**src/rtl/nibble_serial_adder.sv**
```systemverilog
// Nibble-serial adder/subtractor: one 4-bit ripple slice reused
// over NIBBLES cycles, valid/ready handshake on both sides.
module nibble_serial_adder #(
    parameter int NIBBLES = 4
) (
    input  logic                 clk,
    input  logic                 rst,
    input  logic                 in_valid,
    output logic                 in_ready,
    input  logic [4*NIBBLES-1:0] a,
    input  logic [4*NIBBLES-1:0] b,
    input  logic                 c_in,
    input  logic                 sub,
    output logic                 out_valid,
    input  logic                 out_ready,
    output logic [4*NIBBLES-1:0] s,
    output logic                 c_out,
    output logic                 ovf
);

    localparam int W  = 4 * NIBBLES;
    localparam int KW = (NIBBLES > 1) ? $clog2(NIBBLES) : 1;
    localparam logic [KW-1:0] K_LAST = KW'(NIBBLES - 1);

    typedef enum logic [1:0] {
        IDLE = 2'd0,
        RUN  = 2'd1,
        DONE = 2'd2
    } state_t;

    state_t        state;
    logic [KW-1:0] k;
    logic [W-1:0]  op_a;
    logic [W-1:0]  op_b;
    logic          carry;

    logic [3:0]    a_nib;
    logic [3:0]    b_nib;
    logic [3:0]    slice_sum;
    logic [4:0]    cy;
    logic          slice_ovf;

    // {k,2'b00} is exactly as wide as a bit index into W
    assign a_nib = op_a[{k, 2'b00} +: 4];
    assign b_nib = op_b[{k, 2'b00} +: 4];

    always_comb begin
        slice_sum = '0;
        cy        = '0;
        cy[0]     = carry;
        for (int i = 0; i < 4; i++) begin
            slice_sum[i] = a_nib[i] ^ b_nib[i] ^ cy[i];
            cy[i+1]      = (a_nib[i] & b_nib[i])
                         | (cy[i] & (a_nib[i] ^ b_nib[i]));
        end
    end

    // Only meaningful on the top nibble, where bit 3 is the sign bit
    assign slice_ovf = (a_nib[3] == b_nib[3]) && (slice_sum[3] != a_nib[3]);

    always_ff @(posedge clk) begin
        if (rst) begin
            state     <= IDLE;
            k         <= '0;
            op_a      <= '0;
            op_b      <= '0;
            carry     <= 1'b0;
            s         <= '0;
            c_out     <= 1'b0;
            ovf       <= 1'b0;
            out_valid <= 1'b0;
            in_ready  <= 1'b1;
        end else begin
            unique case (state)
                IDLE: begin
                    if (in_valid) begin
                        op_a     <= a;
                        op_b     <= sub ? ~b : b;
                        carry    <= sub ? 1'b1 : c_in;
                        k        <= '0;
                        in_ready <= 1'b0;
                        state    <= RUN;
                    end
                end
                RUN: begin
                    s[{k, 2'b00} +: 4] <= slice_sum;
                    carry              <= cy[4];
                    if (k == K_LAST) begin
                        k         <= '0;
                        c_out     <= cy[4];
                        ovf       <= slice_ovf;
                        out_valid <= 1'b1;
                        state     <= DONE;
                    end else begin
                        k <= k + KW'(1);
                    end
                end
                DONE: begin
                    if (out_ready) begin
                        out_valid <= 1'b0;
                        in_ready  <= 1'b1;
                        state     <= IDLE;
                    end
                end
                default: begin
                    state     <= IDLE;
                    k         <= '0;
                    out_valid <= 1'b0;
                    in_ready  <= 1'b1;
                end
            endcase
        end
    end

endmodule
```
**config.mk**
```make
export PLATFORM = sky130hd
export DESIGN_NAME = nibble_serial_adder
export DESIGN_NICKNAME = d
export VERILOG_FILES = /design/src/rtl/nibble_serial_adder.sv
export SDC_FILE = /design/constraint.sdc
export NUM_CORES = 1
export LEC_CHECK = 0
export ABC_AREA = 1
export CORE_MARGIN = 2
export CORE_UTILIZATION = 45
export CTS_CLUSTER_SIZE = 40
export DETAILED_ROUTE_END_ITERATION = 10
export PLACE_DENSITY = 0.72
export SYNTH_ARGS = -nofsm -noshare
export SYNTH_HDL_FRONTEND = slang
export SYNTH_SLANG_ARGS = --single-unit
```
**constraint.sdc**
```tcl
create_clock -name clk -period 7.5 [get_ports clk]
set_input_delay 1.125 -clock clk [delete_from_list [all_inputs] [get_ports clk]]
set_output_delay 1.125 -clock clk [all_outputs]
set_load 0.01 [all_outputs]
```
# Word level (Yosys, flattened, before mapping)
# Index checks and enable logic that the tools add are counted.
[op_classes]
reduce_logical = 10
mux = 18
n_shift = 4
add_sub_neg = 2
n_eq_ne = 8
bitwise = 24
[ops]
columns = ["op", "n"]
rows = [
  ["variable part select 16 x 5 -> 4 bit", 2],
  ["bitwise mux 16 bit", 1],
  ["2-to-1 mux 16 bit", 1],
  ["NOT 16 bit", 1],
  ["variable shift 4 x 6 -> 16 bit, first input constant", 1],
  ["variable part select 4 x 6 -> 16 bit", 1],
  ["case mux 2 bit (3 select lines)", 2],
  ["2-to-1 mux 2 bit", 5],
  ["AND reduction 3 bit", 3],
  ["bitwise AND 1 bit", 8],
  ["AND reduction 2 bit", 4],
  ["bitwise XOR 1 bit", 8],
  ["2-to-1 mux 1 bit", 6],
  ["inequality test 2 bit, second input constant", 3],
  ["negation 4 -> 6 bit", 1],
  ["case mux 1 bit (3 select lines)", 2],
  ["equality test 2 bit, second input constant", 2],
  ["OR 1 bit", 4],
  ["NOT 1 bit", 3],
  ["adder 2 x 1 -> 2 bit, second input constant", 1],
  ["equality test 2 x 1 -> 1 bit, second input constant", 1],
  ["logical NOT 2 bit", 1],
  ["case mux 1 bit (2 select lines)", 1],
  ["nonzero test 2 bit", 1],
  ["3 further kinds", 3],
]
[totals]
in_bits = 38
ff_bits = 57

# Logic depth before layout (Yosys ltp)
# Gate-level depths: netlist of run 1.
[logic_depth]
word_depth = 11
ltp_mapped = 14
ltp_nobuf = 12

# Least setup slack after synthesis of run 1
# No wires, ideal clock.
[synth_timing]
path_type = "register -> register"
startpoint = "reg k[0]"
endpoint = "reg s[7]"
setup_time_ps = 117
t_arrival_ps = 2808
path_slack_ps = 4574
synth_period_minus_slack_ps = 2926
stages_incl_launch_ff = 15
path_buffers = 2
cell_sequence = "dfxtp_1 -> buf_4 -> inv_2 -> buf_2 -> nand2_1 -> a32o_1 -> fa_1 -> fa_1 -> inv_1 -> fa_1 -> fa_1 -> inv_1 -> nor3_1 -> a22oi_1 -> nor2_1"
[synth_between]
elab_chain_len = 11
elab_cells_between_ends = 23
classes_between = "1 x add/sub; 4 x shift; 1 x mux; 17 x bitwise"
[synth_lines]
columns = ["element", "line_no", "text"]
rows = [
  ["from (decl)", "32", "logic [KW-1:0] k;"],
  ["from (signal assigned)", "95", "k <= k + KW'(1);"],
  ["variable part select 16 x 5 -> 4 bit, on equally long branches", "44, 45", ""],
  ["bitwise XOR 1 bit", "52, 54", ""],
  ["bitwise AND 1 bit", "54", "| (cy[i] & (a_nib[i] ^ b_nib[i]));"],
  ["OR 1 bit", "54", ""],
  ["bitwise AND 1 bit", "54", ""],
  ["OR 1 bit", "54", ""],
  ["bitwise AND 1 bit", "54", ""],
  ["OR 1 bit", "54", ""],
  ["bitwise XOR 1 bit", "52", "slice_sum[i] = a_nib[i] ^ b_nib[i] ^ cy[i];"],
  ["variable part select 4 x 6 -> 16 bit", "86", "s[{k, 2'b00} +: 4] <= slice_sum;"],
  ["bitwise mux 16 bit (*)", "86", ""],
  ["to (signal, indexed assignment)", "86", ""],
  ["to (decl)", "16", "output logic [4*NIBBLES-1:0] s,"],
]
# Every way passes the cells marked *; elsewhere a longest branch is shown, timed or not.
# A chain may end at the register's enable or synchronous reset.

# Worst setup path after layout of run 1
[layout_timing]
startpoint = "reg k[0]"
endpoint = "reg s[15]"
# The elaborated chain is that of the path after synthesis.

==> results.tsv, run 1 <==
stage	metric	value	unit
floorplan	start_util	46.8	%
floorplan	dieArea	6810	um^2
sta	finalCritPeriodShare	46.7	%
cts	cts.path.max_buffers	2	
critical_path	worstSetupStartpointType	register	
grt	grt_pass1_wl	9750	um
sta	finClkSkew	0.00466	ns
cts	cts_root_buf	clkbuf_8	
critical_path	worstSetupPathType	reg2reg	
sta	rsz0062_at_grt	false	
floorplan	rows	28	
grt	met2_usage	31.0	%
routing	wl_per_cell	12.5	um
power	vdd_ir_drop_max	0.125	mV
placed_design	port_buffers	57	
critical_path	arrival	3.77	ns
floorplan	dieWidth	82.5	um
grt	use_met3	8.48	%
grt	grt_pass1_vias	2131	
grt	grt-busiest-layer	met2	
routing	finalWirelength	5870	um
routing	ant_nets	0	
critical_path	path_cells	inv_2 -> nand2_1 -> a32o_1 -> fa_1 -> fa_1 -> inv_1 -> fa_1 -> fa_1 -> inv_1 -> nor3_1 -> nand2_1 -> a21oi_1	
logic_synthesis	ys_ff_latch	57	
logic_synthesis	syn_nets	389	
sta	finalHoldViolCount	0	
critical_path	worstRegToRegCells	12	
cts	numCtsBuffers	9	
hold_path	hold_path_end	op_b[1]$_SDFFE_PP0P_	
layout	mostFrequentLayoutCell	nor2_1	
layout	multi_input_area	1410	um^2
critical_path	slowest_stage	dfxtp_1	
logic_synthesis	synth.largest_area_cell	dfxtp_1	
grt	grt_use_total	19.5	%
sta	tightest_slew	0.886	ns
sta	slew_violations	0	
sta	min_period	3.50	ns
logic_synthesis	yosysUniqueCellTypes	31	
layout	fillers	571	
hold_path	min_path_type	reg2reg	
cts	cts_setup_buffers	0	
routing	drtIter0Drc	152	
cts	cts_tree	done	
routing	vias	2376	
sta	clock.fmax	286	MHz
routing	vias_per_cell	5.08	
logic_synthesis	synth_warnings	0	
logic_synthesis	syn_inst	340	
sta	slew_headroom	40.7	%
power	design_power_total	719	uW
layout	ff_latch_area	1140	um^2
routing	dr.pass1.iters	4	
floorplan	die_h	82.5	um
sta	fin_tns_setup	0	ns
layout	final_nets	439	
critical_path	cp-end-kind	register	
cts	htree_levels	3	
cts	clock_latency	0.34	ns
logic_synthesis	synth-seq-area-share	41.2	%
grt	antenna_found_initial	0	
grt	grt_start_max_net_pins	43	
cts	cts-resized-gates	0	
placed_design	dp_hpwl	4270	um
floorplan	io_pins	58	
grt	grt_remaining_overflow	0	
placed_design	place_congestion	0.840	
critical_path	cp_max_fo	28	
power	p_leak	1.35	nW
hold_path	min_from	op_b[1]$_SDFFE_PP0P_	
critical_path	worstReg2RegEnd	s[15]$_SDFFE_PP0P_	
layout	drive_gt1_share	9.16	%
grt	met1_usage	23.4	%
critical_path	crit_top_cell	fa_1	
critical_path	critPathLaunch	k[0]$_SDFFE_PP0P_	
layout	mostFrequentLayoutCells	65 x nor2_1, 57 x dfxtp_1, 57 x clkdlybuf4s50_1, 39 x o21ai_0, 31 x nand2_1	
layout	diodes	0	
layout	area_growth	25.5	%
sta	setup_viol	0	
critical_path	reg2reg_from	k[0]$_SDFFE_PP0P_	
logic_synthesis	post_synth.cell_area_avg	8.15	um^2
run	cap_violations	0	
logic_synthesis	synth_area	2770	um^2
power	power_density	207	nW/um^2
routing	route.detailed.drc	0	
logic_synthesis	synth_top_area_share	41.2	%
logic_synthesis	synth_area_leaders	dfxtp_1 41%, nor2_1 8.8%, o21ai_0 7.0%	
critical_path	required	7.77	ns
cts	hold_buffers	0	
hold_path	holdPathStages	2	
critical_path	r2r_slack	4.00	ns
cts	cts.clk_slew.worst_paths	0.06	ns
floorplan	core-area	5920	um^2
outcome	status	finished clean	
cts	clock-sinks	57	
critical_path	max_stage_delay	0.88	ns
[flip-flops by register name (all words and copies together), names as in the netlist]
| name | flops |
|---|---|
| c_out | 1 |
| carry | 1 |
| in_ready | 1 |
| k | 2 |
| op_a | 16 |
| op_b | 16 |
| out_valid | 1 |
| ovf | 1 |
| s | 16 |
| state | 2 |
[synthesized netlist by cell type, drive strengths merged]
library cell	count
a211oi	12
a21oi	27
a22oi	6
a32o	2
buf	13
clkbuf	6
dfxtp	57
fa	4
ha	7
inv	26
nand2	32
nand3	12
nand3b	1
nand4	4
nor2	68
nor3	3
o211ai	1
o21ai	39
o22ai	3
or2	1
xnor2	12
xor2	4
[where the power goes]
| part | switching, mW | internal, mW | total, mW |
|---|---|---|---|
| Sequential | 0.0133 | 0.323 | 0.336 |
| Clock | 0.110 | 0.135 | 0.245 |
| Combinational | 0.0756 | 0.0622 | 0.138 |
| Total | 0.199 | 0.520 | 0.719 |
[per-layer routing]
layer | wire length, um | up-vias
met1 | 2650 | 1072
met3 | 369 | 10
met5 | 0 | -
met2 | 2740 | 67
met4 | 108 | 0
li1 | - | 1227
[per-stage QoR]
stage | util [%] | cells | area [um^2] | hold WS [ns] | setup slack (ns)
finish | 58.8 | 468 | 3480 | 0.454 | 4.00
global route | 58.8 | 468 | 3480 | 0.482 | 3.67
CTS | 58.8 | 468 | 3480 | 0.452 | 4.01
detailed placement | 56.0 | 454 | 3320 | 0.443 | 4.03
global placement | 56.0 | 454 | 3320 | 0.443 | 4.21
floorplan | - | 340 | 2770 | 0.424 | 4.57
[layout make-up]
class | instances | share of cell area (%)
clock buffers | 14 | 4.67
repair buffers | 58 | 16.6
inverters | 26 | 2.80
well taps | 75 | 2.70
flip-flops and latches | 57 | 32.8
multi-input cells | 238 | 40.4
[worst max-delay path: cells and delay by family (launching register included)]
| family | cells | cell delay (ns) |
|---|---|---|
| fa+ha+maj | 4 | 1.35 |
| flops | 1 | 0.88 |
| buf+inv | 3 | 0.45 |
| simple gates | 3 | 0.45 |
| compound gates | 2 | 0.31 |
[how the worst max path moves through the flow]
stage | endpoint | slack (ns)
floorplan | s[7]$_SDFFE_PP0P_ | 4.57
global placement | s[15]$_SDFFE_PP0P_ | 4.21
detailed placement | s[15]$_SDFFE_PP0P_ | 4.03
CTS | s[15]$_SDFFE_PP0P_ | 4.01
global route | s[15]$_SDFFE_PP0P_ | 3.67
finish | s[15]$_SDFFE_PP0P_ | 4.00
[kinds of logic (layout without fill, tap and decap cells)]
kind of cell    after synthesis  after routing  synth area share (%)
compound gates               90             90                  20.6
buf+inv                      45             98                  8.12
flops                        57             57                  41.2
simple gates                121            121                  19.0
fa+ha+maj                    11             11                  6.05
xor+xnor                     16             16                  5.05
Power figures use the tool's default switching activity.
==> run 2, diff against run 1 <==
--- a/config.mk
+++ b/config.mk
@@ -10,7 +10,7 @@
 export CORE_UTILIZATION = 45
 export CTS_CLUSTER_SIZE = 40
 export DETAILED_ROUTE_END_ITERATION = 10
-export PLACE_DENSITY = 0.72
+export PLACE_DENSITY = 0.75
 export SYNTH_ARGS = -nofsm -noshare
 export SYNTH_HDL_FRONTEND = slang
 export SYNTH_SLANG_ARGS = --single-unit
==> constraint.sdc (replaced) <==
create_clock -name clk -period 2.82 [get_ports clk]
set_input_delay 0.423 -clock clk [delete_from_list [all_inputs] [get_ports clk]]
set_output_delay 0.423 -clock clk [all_outputs]
set_load 0.01 [all_outputs]
==> run 2 against run 1 <==
Net effect:
- power rose to 2.8 times the previous value
- critical path depth unchanged
- global-route usage about the same
- sequential cell count unchanged
- highest routed layer unchanged
==> results.tsv, run 2 (same netlist as run 1, synthesis figures left out) <==
stage	metric	value	unit
routing	ant_nets	0	
critical_path	slowest_stage	fa_1	
layout	diodes	0	
critical_path	crit_family	adder cells	
power	pwr-share-comb	19.8	%
critical_path	cp.depth	12	
grt	met2_usage	32.7	%
cts	cts_root_buf	clkbuf_8	
layout	mostFrequentLayoutCells	65 x nor2_1, 57 x clkdlybuf4s50_1, 55 x dfxtp_1, 38 x o21ai_0, 31 x nand2_1	
sta	holdWs	0.456	ns
cts	htree_levels	3	
routing	wl_per_cell	12.4	um
sta	finalHoldViolCount	0	
layout	final_nets	449	
layout	area_growth	30.4	%
sta	slew_violations	0	
cts	clock_latency	0.34	ns
power	internal_power	1.47	mW
power	p_sw_share	27.1	%
routing	finalWirelength	5960	um
layout	top_regs	op_a: 16 flops, op_b: 16 flops, s: 16 flops	
critical_path	max_stage_delay	0.43	ns
layout	drive_gt1_share	13.6	%
floorplan	rows	28	
critical_path	worstRegToRegCells	12	
floorplan	io_pins	58	
critical_path	crit_top_cell	fa_1	
run	cap_violations	0	
grt	use_met3	7.17	%
routing	route.detailed.drc	0	
grt	met1_usage	22.2	%
grt	grt_use_total	19.5	%
hold_path	min_path_type	reg2reg	
floorplan	start_util	46.8	%
routing	vias	2426	
grt	antenna_found_initial	0	
placed_design	port_buffers	57	
critical_path	worstSetupStartpointType	register	
routing	vias_per_cell	5.05	
critical_path	required	3.03	ns
power	p_leak	1.42	nW
floorplan	dieArea	6810	um^2
sta	rsz0062_at_grt	false	
cts	hold_buffers	0	
layout	fillers	519	
layout	finish.utilization	61.1	%
floorplan	dieWidth	82.5	um
floorplan	die_h	82.5	um
grt	grt_pass1_wl	9870	um
critical_path	cp_max_fo	8	
power	power_density	559	nW/um^2
critical_path	reg2reg_from	k[0]$_SDFFE_PP0P_	
routing	drtIter0Drc	109	
sta	slew_headroom	54.6	%
critical_path	worstSetupPathType	reg2reg	
power	clock_power_share	36.3	%
sta	setup_viol	0	
sta	min_period	2.63	ns
sta	tightest_slew	0.680	ns
grt	grt_start_max_net_pins	30	
sta	fin_ws	0.187	ns
critical_path	critPathLaunch	k[0]$_SDFFE_PP0P_	
placed_design	place_congestion	0.886	
cts	cts.path.max_buffers	2	
grt	grt-busiest-layer	met2	
sta	clock.fmax	380	MHz
sta	finClkSkew	0.00487	ns
routing	dr.pass1.iters	4	
power	p_seq_share	43.9	%
critical_path	path_cells	buf_4 -> o21ai_2 -> a21oi_2 -> fa_2 -> fa_1 -> inv_1 -> fa_1 -> fa_1 -> inv_1 -> nor3_2 -> a22oi_1 -> nor2_1	
grt	grt_remaining_overflow	0	
power	vdd_ir_drop_max	0.411	mV
critical_path	arrival	2.84	ns
critical_path	worstReg2RegEnd	s[7]$_SDFFE_PP0P_	
critical_path	worst-path-buf-inv	3	
cts	clock-sinks	57	
power	p_switching	547	uW
floorplan	core-area	5920	um^2
layout	mostFrequentLayoutCell	nor2_1	
outcome	status	finished clean	
sta	finalCritPeriodShare	93.4	%
placed_design	pre_cts_ws	0.0172	ns
critical_path	endpoint	s[7]$_SDFFE_PP0P_	
critical_path	cp-end-kind	register	
cts	numCtsBuffers	9	
cts	cts.clk_slew.worst_paths	0.06	ns
grt	grt_pass1_vias	2265	
cts	cts_setup_buffers	0	
placed_design	dp_hpwl	4530	um
critical_path	r2r_slack	0.19	ns
cts	cts_tree	done	
[run 2: changes by cell type in the layout (fill, tap and decap cells not counted), sizes merged]
cell / change
buf: +10
clkinv: +2
bufinv: +1
clkbuf: -1
[run 2: per-stage QoR]
stage	area, um^2	setup TNS, ns	total power [mW]	cells
2_1_floorplan	2780	-0.0361	1.16	340
3_3_place_gp	3400	0	1.29	464
3_5_place_dp	3400	0	1.30	464
4_1_cts	3590	0	2.03	480
5_1_grt	3610	0	2.12	480
6_report	3610	0	2.02	480
[run 2: how the worst min path moves through the flow]
stage	start	end	cells past startpoint
CTS	op_b[1]$_SDFFE_PP0P_	op_b[1]$_SDFFE_PP0P_	2
global placement	op_b[1]$_SDFFE_PP0P_	op_b[1]$_SDFFE_PP0P_	2
detailed placement	op_b[1]$_SDFFE_PP0P_	op_b[1]$_SDFFE_PP0P_	2
global route	op_b[1]$_SDFFE_PP0P_	op_b[1]$_SDFFE_PP0P_	2
floorplan	op_b[0]$_SDFFE_PP0P_	op_b[0]$_SDFFE_PP0P_	2
finish	op_b[1]$_SDFFE_PP0P_	op_b[1]$_SDFFE_PP0P_	2
[run 2: area by class of cell]
type / count / area, um^2 / share of cell area, %
Clock buffer: 13 / 149 / 4.12
Clock inverter: 3 / 40.0 / 1.11
Inverter: 26 / 97.6 / 2.70
Multi-Input combinational cell: 238 / 1430 / 39.4
Sequential cell: 57 / 1140 / 31.6
Tap cell: 75 / 93.8 / 2.60
Timing Repair Buffer: 68 / 666 / 18.4
[run 2: tightest hold or removal path, delay by kind of cell, from the launching register on]
family,cells,cell delay [ns]
buf+inv,1,0.06
flops,1,0.30
compound gates,1,0.05
[run 2: power by group through the flow]
stage / sequential, mW / clock (mW) / combinational (mW)
finish: 0.887 / 0.732 / 0.401
global route: 0.892 / 0.782 / 0.448
CTS: 0.887 / 0.746 / 0.398
detailed placement: 0.904 / 0 / 0.396
global placement: 0.902 / 0 / 0.384
floorplan: 0.899 / 0 / 0.263
[run 2: what timing repair did]
item / CTS / global route
setup endpoints to repair: 1 / 6
gates resized for setup: 1 / 7
pin swaps: 0 / 1
[run 2: routing by layer]
layer	vias to the layer above	part of all wire, %
li1	1253	-
met3	10	5.6
met5	-	0
met4	0	1.7
met1	1098	44
met2	65	49
